`src/rtl/fab_input_pkg.sv`:
```
// Shared constants for the fabric push-button / DIP-switch conditioning block.
package fab_input_pkg;

  localparam int FAB_IN_WIDTH      = 6;
  localparam int PB_LSB            = 0;
  localparam int DIPSW_LSB         = 2;
  localparam int DEBOUNCE_10MS_25M = 250000;

  typedef enum logic [1:0] {
    EDGE_NONE = 2'b00,
    EDGE_RISE = 2'b01,
    EDGE_FALL = 2'b10,
    EDGE_BOTH = 2'b11
  } edge_mode_e;

  // Counter width able to hold 0..cycles-1 (never narrower than 1 bit).
  function automatic int cnt_width(input int cycles);
    return (cycles <= 2) ? 1 : $clog2(cycles);
  endfunction

endpackage

```
`src/rtl/fab_input_debounce_bit.sv`:
```
// One input bit: synchroniser chain, stability counter, debounced level and
// registered rise/fall pulses that coincide with the first cycle of a new level.
module debounce_bit
  import fab_input_pkg::*;
#(
  parameter int   SYNC_STAGES     = 2,
  parameter int   DEBOUNCE_CYCLES = DEBOUNCE_10MS_25M,
  parameter logic RESET_LEVEL     = 1'b1
) (
  input  logic clk,
  input  logic reset,
  input  logic raw_i,
  output logic level_o,
  output logic rise_o,
  output logic fall_o
);

  localparam int CW = cnt_width(DEBOUNCE_CYCLES);

  (* ASYNC_REG = "TRUE" *) logic [SYNC_STAGES-1:0] sync_q;

  logic          sync_bit;
  logic [CW-1:0] cnt_q, cnt_d;
  logic          level_q, level_d;
  logic          rise_q, rise_d;
  logic          fall_q, fall_d;

  always_ff @(posedge clk or posedge reset) begin
    if (reset) sync_q <= {SYNC_STAGES{RESET_LEVEL}};
    else       sync_q <= {sync_q[SYNC_STAGES-2:0], raw_i};
  end

  assign sync_bit = sync_q[SYNC_STAGES-1];

  // A sample matching the current level restarts qualification, so the
  // counter only ever runs while a candidate level is continuously present.
  always_comb begin
    cnt_d   = cnt_q;
    level_d = level_q;
    rise_d  = 1'b0;
    fall_d  = 1'b0;
    if (sync_bit == level_q) begin
      cnt_d = '0;
    end else if (cnt_q == CW'(DEBOUNCE_CYCLES - 1)) begin
      cnt_d   = '0;
      level_d = sync_bit;
      rise_d  = sync_bit;
      fall_d  = ~sync_bit;
    end else begin
      cnt_d = cnt_q + 1'b1;
    end
  end

  always_ff @(posedge clk or posedge reset) begin
    if (reset) begin
      cnt_q   <= '0;
      level_q <= RESET_LEVEL;
      rise_q  <= 1'b0;
      fall_q  <= 1'b0;
    end else begin
      cnt_q   <= cnt_d;
      level_q <= level_d;
      rise_q  <= rise_d;
      fall_q  <= fall_d;
    end
  end

  assign level_o = level_q;
  assign rise_o  = rise_q;
  assign fall_o  = fall_q;

endmodule

```
`src/rtl/fab_input_debounce.sv`:
```
// Debounces the PB/DIPSW pad inputs ahead of the PIO exports and keeps a
// write-1-to-clear sticky edge register with a masked level interrupt.
module fab_input_debounce
  import fab_input_pkg::*;
#(
  parameter int               WIDTH           = FAB_IN_WIDTH,
  parameter int               SYNC_STAGES     = 2,
  parameter int               DEBOUNCE_CYCLES = DEBOUNCE_10MS_25M,
  parameter logic [WIDTH-1:0] RESET_LEVEL     = {WIDTH{1'b1}},
  parameter logic [1:0]       EDGE_MODE       = EDGE_BOTH
) (
  input  logic             clk,
  input  logic             reset,
  input  logic [WIDTH-1:0] raw_in,
  output logic [WIDTH-1:0] db_level,
  output logic [WIDTH-1:0] rise_pulse,
  output logic [WIDTH-1:0] fall_pulse,
  output logic [WIDTH-1:0] edge_capture,
  input  logic             clr_valid,
  input  logic [WIDTH-1:0] clr_mask,
  input  logic [WIDTH-1:0] irq_mask,
  output logic             irq
);

  logic [WIDTH-1:0] cap_q, cap_d;
  logic [WIDTH-1:0] set_w, clr_w;
  logic             irq_q, irq_d;

  for (genvar i = 0; i < WIDTH; i++) begin : g_bit
    debounce_bit #(
      .SYNC_STAGES    (SYNC_STAGES),
      .DEBOUNCE_CYCLES(DEBOUNCE_CYCLES),
      .RESET_LEVEL    (RESET_LEVEL[i])
    ) u_bit (
      .clk    (clk),
      .reset  (reset),
      .raw_i  (raw_in[i]),
      .level_o(db_level[i]),
      .rise_o (rise_pulse[i]),
      .fall_o (fall_pulse[i])
    );
  end

  // Set is OR-ed in after the clear so an edge landing on a clear is kept.
  always_comb begin
    set_w = (rise_pulse & {WIDTH{EDGE_MODE[0]}}) |
            (fall_pulse & {WIDTH{EDGE_MODE[1]}});
    clr_w = clr_valid ? clr_mask : '0;
    cap_d = (cap_q & ~clr_w) | set_w;
    irq_d = |(cap_q & irq_mask);
  end

  always_ff @(posedge clk or posedge reset) begin
    if (reset) begin
      cap_q <= '0;
      irq_q <= 1'b0;
    end else begin
      cap_q <= cap_d;
      irq_q <= irq_d;
    end
  end

  assign edge_capture = cap_q;
  assign irq          = irq_q;

endmodule

```
`config.mk`:
```
export PLATFORM = sky130hd
export DESIGN_NAME = fab_input_debounce
export DESIGN_NICKNAME = d
export VERILOG_FILES = /design/src/rtl/fab_input_pkg.sv /design/src/rtl/fab_input_debounce_bit.sv /design/src/rtl/fab_input_debounce.sv
export SDC_FILE = /design/constraint.sdc
export NUM_CORES = 1
export LEC_CHECK = 0
export ABC_AREA = 1
export ABC_CLOCK_PERIOD_IN_PS = 12150
export BUFFER_PORTS_ARGS = -buffer_cell sky130_fd_sc_hd__buf_2
export CORE_MARGIN = 4
export CORE_UTILIZATION = 40
export DETAILED_ROUTE_END_ITERATION = 6
export GPL_TIMING_DRIVEN = 0
export PLACE_DENSITY_LB_ADDON = 0.25
export SLEW_MARGIN = 20
export SYNTH_ARGS = -nofsm -noshare
export SYNTH_HDL_FRONTEND = slang
export SYNTH_SLANG_ARGS = --single-unit
```
`constraint.sdc`:
```
create_clock -name clk -period 12.15 [get_ports clk]
set_input_delay 1.215 -clock clk [delete_from_list [all_inputs] [get_ports clk]]
set_output_delay 1.215 -clock clk [all_outputs]
set_load 0.05 [all_outputs]
```
### Yosys cells after proc, flatten, opt, wreduce, memory -nomap -nowiden

Index checks and enable logic that the tools add are counted.

| operators by class | value |
|---|---|
| add/subtract/negate cells | 6 |
| equality and inequality tests | 12 |
| multiplexer cells | 37 |
| bitwise gates (word level) | 17 |
| reductions and logical operators | 7 |

Operators with widths:

| operator | count |
|---|---|
| two-way mux 18 bit | 12 |
| adder 18 x 1 -> 18 bit (second input constant) | 6 |
| equality test 18 bit (second input constant) | 6 |
| two-way mux 1 bit | 24 |
| AND 6 bit | 2 |
| inverter 1 bit | 12 |
| bitwise OR 6 bit | 2 |
| AND reduction 2 bit | 6 |
| equality test 1 bit | 6 |
| two-way mux 6 bit | 1 |
| inverter 6 bit | 1 |
| OR reduction 6 bit | 1 |

| word-level totals | value |
|---|---|
| register bits after elaboration | 145 |
| logic and storage cells | 111 |

### Logic depth before layout (Yosys ltp)

Gate-level depths: netlist of the first run.

| logic depth | value |
|---|---|
| depth after elaboration | 4 |
| gate-level depth with buffers | 9 |

### Modules after synthesis

Synthesis of the first run repeated with hierarchy kept, for this count alone.

| second synthesis, totals | value |
|---|---|
| cell total of the unflattened synthesis | 908 |
| area total of the unflattened synthesis | 7,573.5 um^2 |

By module, submodules not included:

| module | times used | cells each | area an instance (um^2) | seq. area each (um^2) |
|---|---|---|---|---|
| debounce_bit | 6 | 144 | 1,209.9 | 579.3 |
| fab_input_debounce | 1 | 44 | 314.1 | 175.2 |

### Worst setup path before layout of the first run

OpenSTA, ideal clock, no wires.

| timing | value |
|---|---|
| kind | register -> output |
| start | reg g_bit[2].u_bit.level_q |
| end | out db_level[2] |
| data arrival time | 725 ps |
| data required time | 10,935 ps |
| slack | 10,210 ps |
| stages on the path, launching flop included | 2 |
| path buffers | 1 |
| cell sequence | dfstp_2 -> buf_4 |

RTL lines:

| what | RTL line | source |
|---|---|---|
| start, declared | fab_input_debounce_bit.sv:24 | `logic level_q, level_d;` |
| start signal, assigned | fab_input_debounce_bit.sv:62 | `level_q <= level_d;` |
| end, declared | fab_input_debounce.sv:15 | `output logic [WIDTH-1:0] db_level,` |

No word-level cell between the ends.

### Final worst setup path of the first run

| timing | value |
|---|---|
| start | reg g_bit[2].u_bit.level_q |
| end | out db_level[2] |

No word-level cell between the ends.

==> summary.md, run 1 <==
| Metric | Value |
|---|---|
| Clock Tree Buf Depth | 2 |
| Area Overhead vs Synth | 15.73% |
| Vias in the first global route | 5469 |
| Top cells by area, synth | dfrtp_1, nor2_1, nand2_1, dfstp_2, nand3_1 |
| Clock sinks | 145 |
| Slew HR | 0.6573 |
| Port Buffer Count | 45 |
| CTS buffer count | 17 |
| Post-DP HPWL | 10830 µm |
| Hold buffers post-CTS | 0 |
| Core ar. | 18210 µm² |
| Yosys reg bits | 145 |
| Final-report hold violation count | 0 |
| # DRC | 0 |
| Nets | 1022 |
| GP Congestion | 0.8441 |
| Skew-Pair Late Insertion Delay | 0.42 ns |
| Root Buffer | clkbuf_16 |
| Post-synthesis cell area | 7516 µm² |
| Tmin final | 2.550 ns |
| Tcrit/Tclk final | 0.2098 |
| First-pass GRT wire length | 25860 µm |
| Post-cts gate resize count | 0 |
| Vias | 5751 |
| Gr ovfl total | 0 |
| Most frequent cell after synthesis | nor2_1 |
| # Post-CTS Setup Buffers | 0 |
| Final WL | 14730 µm |
| Avg Inst Size Synth | 8.082 µm² |
| Post-synth ARST share | 1.000 |
| Starting utilization of the core area | 0.4128 |
| Mapped Cells | 930 |
| Met2 GRT Util | 0.2214 |
| Hold endpoint | g_bit[4].u_bit.sync_q[1] |
| Max Fanout on Critical Path | 4 |
| Die X-Extent | 145.1 µm |
| Post-Syn Nets | 957 |
| Hold_sp | g_bit[4].u_bit.sync_q[0] |
| Placement Rows | 49 |
| Pwr/cell area | 124.7 nW/µm² |
| Total of warnings raised by yosys | 0 |
| R2r endpoint | g_bit[0].u_bit.cnt_q[9] |
| Ys flop type | dfrtp_1 |
| Yosys cell types | 28 |
| H-tree depth | 4 |
| Pin count of the biggest net entering global routing | 100 |
| Hold Path Stages | 0 |
| # diodes | 0 |
| Most used routing layer | met2 |
| CTS tree | done |
| Total Negative Setup Slacks | 0 ns |
| Worst Skew | 0.007068 ns |
| Crit path DAT | 1.33 ns |
| Reg-to-reg slack, setup | 10.48 ns |
| FF-to-FF Start | g_bit[0].u_bit.sync_q[1] |
| CP endpoint kind | output port |
| Clock Pin Slew Worst Setup and Hold Paths | 0.06 ns |
| Actual slew at the worst max-slew pin | 0.5121 ns |
| Sequential area share after synthesis | 0.4858 |
| Initial antenna violation count | 0 |
| Share of layout cells above drive strength 1 | 0.1825 |
| Max-cap viol count | 0 |
| Number of flops mapped to enable cells by yosys | 0 |
| RSZ-0062 raised after global routing | false |
| Fill cell count | 1767 |
| CP Class | register to output port |
| Met3 GRT Util | 0.04022 |
| Maximum clock rate | 392.2 MHz |
| Gr usage total | 0.1474 |
| Final ANT Viol Nets | 0 |
| Met1 usage | 0.2122 |
| Hold slack final | 0.3544 ns |
| Synth top cells by count | nor2_1, nand2_1, dfrtp_1 |
| Slew Limit Fails | 0 |
| Synth top area share | 0.4228 |
| IO Pins | 46 |
| DR WL/cell | 11.91 µm |
| Status | finished clean |
| DRT Pass-1 Iters | 4 |
| Final setup viols | 0 |
| 1st-iter DRT viols | 307 |
| Worst EP required | 10.93 ns |
| Lkg Pwr | 3.791 nW |
| Crit path launch type | register |
| Post-synth top area cell | dfrtp_1 |
| Hold Path Class | register to register |
| Die area | 21050 µm² |
| Vias/cell | 4.649 |
| Peak VDD IR | 0.09541 mV |
| Die height | 145.1 µm |
| Reg2Reg Depth | 5 |
[power breakdown]
part	leakage (nW)	internal, W	switching (W)
registers	1.95	0.000492	0.00000558
logic	1.54	0.00000924	0.0000237
clock network	0.302	0.000354	0.000200
total	3.79	0.000855	0.000229
[registers in the layout (all words and copies together) (netlist names)]
| register | flops |
|---|---|
| g_bit.u_bit.cnt_q | 108 |
| g_bit.u_bit.sync_q | 12 |
| edge_capture | 6 |
| g_bit.u_bit.fall_o | 6 |
| g_bit.u_bit.level_o | 6 |
| g_bit.u_bit.rise_o | 6 |
| irq | 1 |
[critical path, stage by stage, from the launching register on]
cell and delay, ns:
dfstp_2 0.56, buf_4 0.11, buf_2 0.24
[metal layers]
metal | up-vias | wire, µm
li1 | 3041 | -
met1 | 2598 | 7559
met2 | 97 | 6366
met3 | 15 | 637
met4 | 0 | 163
met5 | - | 0
[cell families (layout without fill, tap and decap cells)]
kind of cell,after synthesis,count (layout),synth area share
buf+inv,105,183,0.06143
xor+xnor,51,51,0.05943
compound gates,41,41,0.03279
fa+ha+maj,6,6,0.009988
flops,145,145,0.4858
simple gates,582,582,0.3506
[cell usage in the layout, fill, tap and decap left out, drive strengths merged, types with 6 or more instances in the layout]
| cell type | n |
|---|---|
| o21ai | 12 |
| a211o | 6 |
| o21bai | 6 |
| xor2 | 35 |
| dfstp | 18 |
| nand3 | 72 |
| nor3 | 15 |
| xnor2 | 16 |
| buf | 64 |
| ha | 6 |
| a21oi | 16 |
| clkbuf | 19 |
| inv | 89 |
| nand4 | 11 |
| dfrtp | 127 |
| nor3b | 7 |
| nor2 | 277 |
| nand2 | 197 |
[layout make-up]
class	count	area, µm²	area share
inverters	87	334.1	0.03841
clock inverters	13	182.7	0.02100
plain buffers	18	135.1	0.01554
repair buffers	46	252.7	0.02906
flip-flops and latches	145	3651	0.4197
multi-input cells	680	3403	0.3913
clock buffers	19	452.9	0.05207
well taps	229	286.5	0.03294
[metrics by stage]
stage	cells	utilization	setup slack [ns]	total power, W	instance area (µm²)
after floorplan	930	-	7.070	0.0005265	7516
after global placement	1204	0.4409	5.275	0.0005384	8028
after detailed placement	1205	0.4428	10.03	0.0005400	8063
after CTS	1237	0.4777	9.567	0.001103	8698
after global routing	1237	0.4777	9.538	0.001136	8698
final	1237	0.4777	9.600	0.001084	8698
[worst max path at each step]
stage	end	cells after the start	slack, ns	start
final	db_level[2]	2	9.60	g_bit[2].u_bit.level_o
after global routing	db_level[5]	2	9.54	g_bit[5].u_bit.level_o
after floorplan	edge_capture[0]	1	7.07	reset
after global placement	g_bit[4].u_bit.cnt_q[13]	2	5.27	reset
after CTS	db_level[5]	2	9.57	g_bit[5].u_bit.level_o
after detailed placement	db_level[5]	2	10.03	g_bit[5].u_bit.level_o
No activity file was read; power rests on OpenSTA's default activity.
==> inputs of run 2 (changes only) <==
Settings changed: ABC_CLOCK_PERIOD_IN_PS 12150 to 2600.
Clock period 12.15 ns to 2.6 ns, I/O delays scaled along.
==> run 2 against run 1 <==
Effect of this change: clock power grew to 4.7 times the previous value; die area is the same; highest routed layer unchanged; non-clock buffer count up 11; largest power group unchanged; sequential power rose to 4.7 times the previous value; via count increased by 0.92%; critical path depth up 3; clock-buffer cell count is 1 higher; core utilization is 0.74 points higher; largest cell class unchanged; total power rose to 4.7 times the previous value; critical endpoint is now g_bit[0].u_bit.cnt_q[12]; cell count up 0.89%; sequential cell count unchanged.
==> summary.md, run 2 (synthesis results as in run 1) <==
| Metric | Value |
|---|---|
| Final WL | 15280 µm (was 14730 µm) |
| Vias/cell | 4.651 (was 4.649) |
| Crit path DAT | 1.94 ns (was 1.33 ns) |
| Pwr/cell area | 574.8 nW/µm² (was 124.7 nW/µm²) |
| Pin count of the biggest net entering global routing | 34 (was 100) |
| 1st-iter DRT viols | 274 (was 307) |
| Clock Tree Buf Depth | 2 (unchanged) |
| Tmin final | 1.644 ns |
| GP Congestion | 0.8400 (was 0.8441) |
| Clock sinks | 145 (unchanged) |
| PnR worst setup slack | 0.9563 ns (was 9.600 ns) |
| Maximum clock rate | 608.4 MHz |
| Share of layout cells above drive strength 1 | 0.1825 (about the same) |
| DR WL/cell | 12.24 µm (was 11.91 µm) |
| DRT Pass-1 Iters | 4 (unchanged) |
| Die area | 21050 µm² (unchanged) |
| # DRC | 0 (unchanged) |
| Vias | 5804 (was 5751) |
| Final Non-Filler Cells | 1248 (was 1237) |
| Max Fanout on Critical Path | 9 (was 4) |
| Area Overhead vs Synth | 17.51% (was 15.73%) |
| Core ar. | 18210 µm² (unchanged) |
| First-pass GRT wire length | 27400 µm (was 25860 µm) |
| Nets | 1033 (was 1022) |
| RSZ-0062 raised after global routing | false (unchanged) |
| Slew Limit Fails | 0 (unchanged) |
| Post-DP HPWL | 11410 µm (was 10830 µm) |
| CTS buffer count | 17 (unchanged) |
| Root Buffer | clkbuf_16 (unchanged) |
| CTS tree | done (unchanged) |
| Max-cap viol count | 0 (unchanged) |
| Most frequent cells in the layout | nor2_1, nand2_1, dfrtp_1, inv_1, nand3_1 (unchanged) |
| Gr ovfl total | 0 (unchanged) |
| Fill cell count | 1729 (was 1767) |
| Worst Skew | 0.007669 ns (was 0.007068 ns) |
| Peak VDD IR | 0.4251 mV (was 0.09541 mV) |
| Most flops, register | g_bit.u_bit.cnt_q (unchanged) |
| Skew-Pair Late Insertion Delay | 0.42 ns (about the same) |
| Final setup viols | 0 (unchanged) |
| Worst EP required | 2.90 ns (was 10.93 ns) |
| Status | finished clean (unchanged) |
| Actual slew at the worst max-slew pin | 0.5193 ns (was 0.5121 ns) |
| Initial antenna violation count | 0 (unchanged) |
| Final core occ | 0.4851 (was 0.4777) |
| Total Negative Setup Slacks | 0 ns (unchanged) |
| Gr usage total | 0.1562 (was 0.1474) |
| Placement Rows | 49 (unchanged) |
| CP endpoint kind | register (was output port) |
| Top Registers | g_bit.u_bit.cnt_q (108), g_bit.u_bit.sync_q (12) (unchanged) |
| Dpl cells | 1209 (was 1205) |
| Commonest non-fill, non-tap cell in the layout | nor2_1 (unchanged) |
| Die height | 145.1 µm (unchanged) |
| Starting utilization of the core area | 0.4128 (unchanged) |
| Hold Path Class | primary input to register (was register to register) |
| Vias in the first global route | 5832 (was 5469) |
| Port Buffer Count | 45 (unchanged) |
| Lkg Pwr | 3.836 nW (was 3.791 nW) |
| # Post-CTS Setup Buffers | 0 (unchanged) |
| CP Class | register to register (was register to output port) |
| IO Pins | 46 (unchanged) |
| # diodes | 0 (unchanged) |
| Crit path launch type | register (unchanged) |
| H-tree depth | 4 (unchanged) |
| Die X-Extent | 145.1 µm (unchanged) |
| Tcrit/Tclk final | 0.6322 |
| Final ANT Viol Nets | 0 (unchanged) |
| Final-report hold violation count | 0 (unchanged) |
| Slew HR | 0.6525 (was 0.6573) |
| Clock Pin Slew Worst Setup and Hold Paths | 0.06 ns (about the same) |
| Max reg flops | 108 (unchanged) |
| Post-place setup slack | 0.8958 ns (was 10.03 ns) |
[run 2: worst max-delay path: stages, from the launching register on]
cell and delay (ns):
dfstp_2 0.55, nor2_1 0.05, nor2_1 0.40, inv_1 0.21, nand2_2 0.24, nor2_1 0.08
[run 2: power by group]
part	internal, W	switching, W
Clock	0.00163	0.000942
Sequential	0.00230	0.0000265
Combinational	0.0000608	0.000116
[run 2: layout make-up]
type	count	area, µm²	share of cell area
clock buffer	20	446.7	0.05057
tap	229	286.5	0.03244
inverter	87	330.3	0.03740
timing repair buffer	57	395.4	0.04477
multi-input combinational	680	3403	0.3853
clock inverter	12	183.9	0.02082
sequential	145	3651	0.4134
buffer	18	135.1	0.01530
[run 2: path summary, 6_finish.rpt]
check	startpoint	slack, ns	cells past startpoint	to
max	g_bit[0].u_bit.sync_q[1]	0.96	5	g_bit[0].u_bit.cnt_q[12]
min	irq_mask[3]	0.08	3	irq
max reg2reg	g_bit[0].u_bit.sync_q[1]	0.96	5	g_bit[0].u_bit.cnt_q[12]
min reg2reg	g_bit[4].u_bit.sync_q[0]	0.36	0	g_bit[4].u_bit.sync_q[1]
max in group asynchronous	reset	1.30	6	g_bit[4].u_bit.level_o
min in group asynchronous	reset	0.35	3	g_bit[1].u_bit.rise_o
[run 2: per-stage QoR]
stage / hold slack (ns) / total power [W] / instance area (µm²)
final: 0.07528 / 0.005077 / 8832
after global routing: 0.06129 / 0.005288 / 8832
after CTS: 0.05411 / 0.005154 / 8832
after detailed placement: 0.2208 / 0.002540 / 8132
after global placement: 0.3454 / 0.002519 / 8031
after floorplan: 0.2645 / 0.002461 / 7520
[run 2: layer usage]
metal | part of all wire | global-route usage | up-vias
li1 | - | - | 3044
met5 | 0 | 0 | -
met2 | 0.46 | 0.2467 | 94
met1 | 0.49 | 0.2117 | 2650
met4 | 0.016 | 0.04796 | 0
met3 | 0.038 | 0.04272 | 16
[run 2: what timing repair did]
item | CTS | global route
hold endpoints to repair | 14 | 0
resized for setup | 0 | 0
hold buffers | 7 | 0
==> inputs of run 3 (changes only) <==
Settings changed: ABC_CLOCK_PERIOD_IN_PS 2600 to 1500.
Clock period 2.6 ns to 1.5 ns, I/O delays scaled along.
==> run 3 against run 2 <==
Effect of this change: first-iteration DRC count increased by 5.8%; clock-buffer cell count did not move; hold slack got worse by 0.050 ns; sequential power grew 74%; clock skew hardly changed; clock power grew 74%; global-route usage rose by 0.13 points; via count grew 2.4%; sequential share of layout area down 1.9 points; worst setup slack worse by 0.89 ns; combinational power rose by 110%; register-to-register slack got worse by 0.89 ns; largest cell class is now multi-input combinational cells; largest power group unchanged.
==> summary.md, run 3 (synthesis results as in run 1) <==
| Metric | Value |
|---|---|
| Status | finished clean (unchanged) |
| IO Pins | 46 (unchanged) |
| Placement Rows | 49 (unchanged) |
| Max Used Layer | met4 (unchanged) |
| Starting utilization of the core area | 0.4128 (unchanged) |
| Die area | 21050 µm² (unchanged) |
| Flop pwr share | 0.454 (was 0.458) |
| Crit path DAT | 1.29 ns (was 1.94 ns) |
| Peak VDD IR | 0.7479 mV (was 0.4251 mV) |
| Top Registers | g_bit.u_bit.cnt_q (108), g_bit.u_bit.sync_q (12) (unchanged) |
| GP Congestion | 0.8400 (unchanged) |
| 1st-iter DRT viols | 290 (was 274) |
| Area Overhead vs Synth | 23.32% (was 17.51%) |
| Pwr/cell area | 959.2 nW/µm² (was 574.8 nW/µm²) |
| Clock Pin Slew Worst Setup and Hold Paths | 0.06 ns (about the same) |
| CP endpoint kind | output port (was register) |
| Final setup viols | 0 (unchanged) |
| Tcrit/Tclk final | 0.9579 |
| Final-report hold violation count | 0 (unchanged) |
| NetSw | 0.001930 W (was 0.001085 W) |
| Vias/cell | 4.669 (was 4.651) |
| CTS tree | done (unchanged) |
| WL met1 | 7718 µm (was 7507 µm) |
| Final ANT Viol Nets | 0 (unchanged) |
| Root Buffer | clkbuf_16 (unchanged) |
| Vias | 5944 (was 5804) |
| Most flops, register | g_bit.u_bit.cnt_q (unchanged) |
| Lkg Pwr | 4.012 nW (was 3.836 nW) |
| Sw Share | 0.2171 (was 0.2136) |
| Most frequent cells in the layout | nor2_1, nand2_1, dfrtp_1, inv_1, nand3_1 (unchanged) |
| Pin count of the biggest net entering global routing | 34 (unchanged) |
| # diodes | 0 (unchanged) |
| DR WL/cell | 12.63 µm (was 12.24 µm) |
| Combinational cell fraction of total power | 0.042 (was 0.035) |
| Nets | 1058 (was 1033) |
| Port Buffer Count | 45 (unchanged) |
| DRT Pass-1 Iters | 5 (was 4) |
| Actual slew at the worst max-slew pin | 0.3088 ns (was 0.5193 ns) |
| Vias in the first global route | 5869 (was 5832) |
| Post-DP HPWL | 11410 µm (unchanged) |
| Post-place setup slack | -0.2042 ns (was 0.8958 ns) |
| Fill cell count | 1691 (was 1729) |
| Slew Limit Fails | 0 (unchanged) |
| CTS buffer count | 17 (unchanged) |
| Gr ovfl total | 0 (unchanged) |
| Max reg flops | 108 (unchanged) |
| Worst EP required | 1.35 ns (was 2.90 ns) |
| Max-cap viol count | 0 (unchanged) |
| Final Cell Area | 9269 µm² (was 8832 µm²) |
| Crit path launch type | register (unchanged) |
| Slew HR | 0.7939 (was 0.6525) |
| Clock Tree Buf Depth | 2 (unchanged) |
| Hold slack final | 0.02543 ns (was 0.07528 ns) |
| # DRC | 0 (unchanged) |
| Commonest non-fill, non-tap cell in the layout | nor2_1 (unchanged) |
| Gr usage total | 0.1575 (was 0.1562) |
| DP Area | 8132 µm² (unchanged) |
| Routed met3 length | 550 µm (was 578 µm) |
| Worst Skew | 0.007322 ns (was 0.007669 ns) |
| Die X-Extent | 145.1 µm (unchanged) |
| RSZ-0062 raised after global routing | true (was false) |
| Dpl cells | 1209 (unchanged) |
| CP Class | register to output port (was register to register) |
| Hold Path Class | primary input to register (unchanged) |
| H-tree depth | 4 (unchanged) |
| Die height | 145.1 µm (unchanged) |
| Final WL | 16070 µm (was 15280 µm) |
| Clock power share | 0.504 (was 0.507) |
| Core ar. | 18210 µm² (unchanged) |
| First-pass GRT wire length | 27630 µm (was 27400 µm) |
| Share of layout cells above drive strength 1 | 0.2270 (was 0.1825) |
| Skew-Pair Late Insertion Delay | 0.42 ns (about the same) |
| Tmin final | 1.437 ns |
| Maximum clock rate | 695.9 MHz |
| Met2 WL | 7567 µm (was 6955 µm) |
| Internal | 0.006960 W (was 0.003992 W) |
| PnR worst setup slack | 0.06309 ns (was 0.9563 ns) |
| Initial antenna violation count | 0 (unchanged) |
| Clock sinks | 145 (unchanged) |
| Final Non-Filler Cells | 1273 (was 1248) |
| Max Fanout on Critical Path | 4 (was 9) |
run 3: cell count changes in the layout (fill, tap and decap cells not counted), sizes merged:
cell and delta:
buf +13, clkbuf +4, dlygate4sd3 +3, nand2 +4, nand3 +1
run 3: final timing paths:
kind                                     startpoint                  endpoint  slack [ns]  cells after the start
max in group asynchronous                     reset    g_bit[4].u_bit.level_o        0.31                      6
max reg2reg                 g_bit[0].u_bit.cnt_q[0]   g_bit[0].u_bit.cnt_q[9]        0.07                      7
max                          g_bit[2].u_bit.level_o               db_level[2]        0.06                      2
min                                     clr_mask[0]           edge_capture[0]        0.03                      3
min reg2reg                g_bit[4].u_bit.sync_q[0]  g_bit[4].u_bit.sync_q[1]        0.36                      0
min in group asynchronous                     reset     g_bit[1].u_bit.rise_o        0.24                      3
run 3: metal layers:
metal  up-vias  GRT usage
met5         -          0
met4         0    0.04796
met3        16    0.04272
met2        85     0.2493
met1      2736     0.2133
li1       3107          -
run 3: repair_timing:
| action | in CTS | in global routing |
|---|---|---|
| setup endpoints to repair | 65 | 74 |
| setup buffers | 0 | 17 |
| hold buffers | 10 | 0 |
| endpoints found under the hold margin | 58 | 0 |
| pin swaps | 0 | 24 |
| gates cloned | 0 | 5 |
| gates resized for setup | 11 | 49 |
run 3: power by group through the flow:
stage | sequential [W] | combinational (W) | clock [W]
after floorplan | 0.00409 | 0.000180 | 0
after global placement | 0.00410 | 0.000269 | 0
after detailed placement | 0.00410 | 0.000305 | 0
after CTS | 0.00403 | 0.000332 | 0.00459
after global routing | 0.00405 | 0.000432 | 0.00477
final | 0.00404 | 0.000372 | 0.00448
run 3: stage by stage:
step	total power [W]	TNS (ns)	util
floorplan	0.004265	-58.17	-
global placement	0.004366	-204.08	0.4411
detailed placement	0.004402	-7.557	0.4466
CTS	0.008947	0	0.4889
global route	0.009248	-0.5924	0.5090
finish	0.008890	0	0.5090
run 3: critical path: stages, from the launching register on:
cell      delay [ns]
dfstp_2         0.56
buf_4           0.10
clkbuf_4        0.21
run 3: cell type report:
cell class                 count  area [µm²]  area share
clock buffer                  20       446.7     0.04819
multi-input combinational    685        3667      0.3957
sequential                   145        3651      0.3939
buffer                        18       135.1     0.01458
clock inverter                12       183.9     0.01984
timing repair buffer          77       568.0     0.06129
inverter                      87       330.3     0.03564
tap                          229       286.5     0.03091
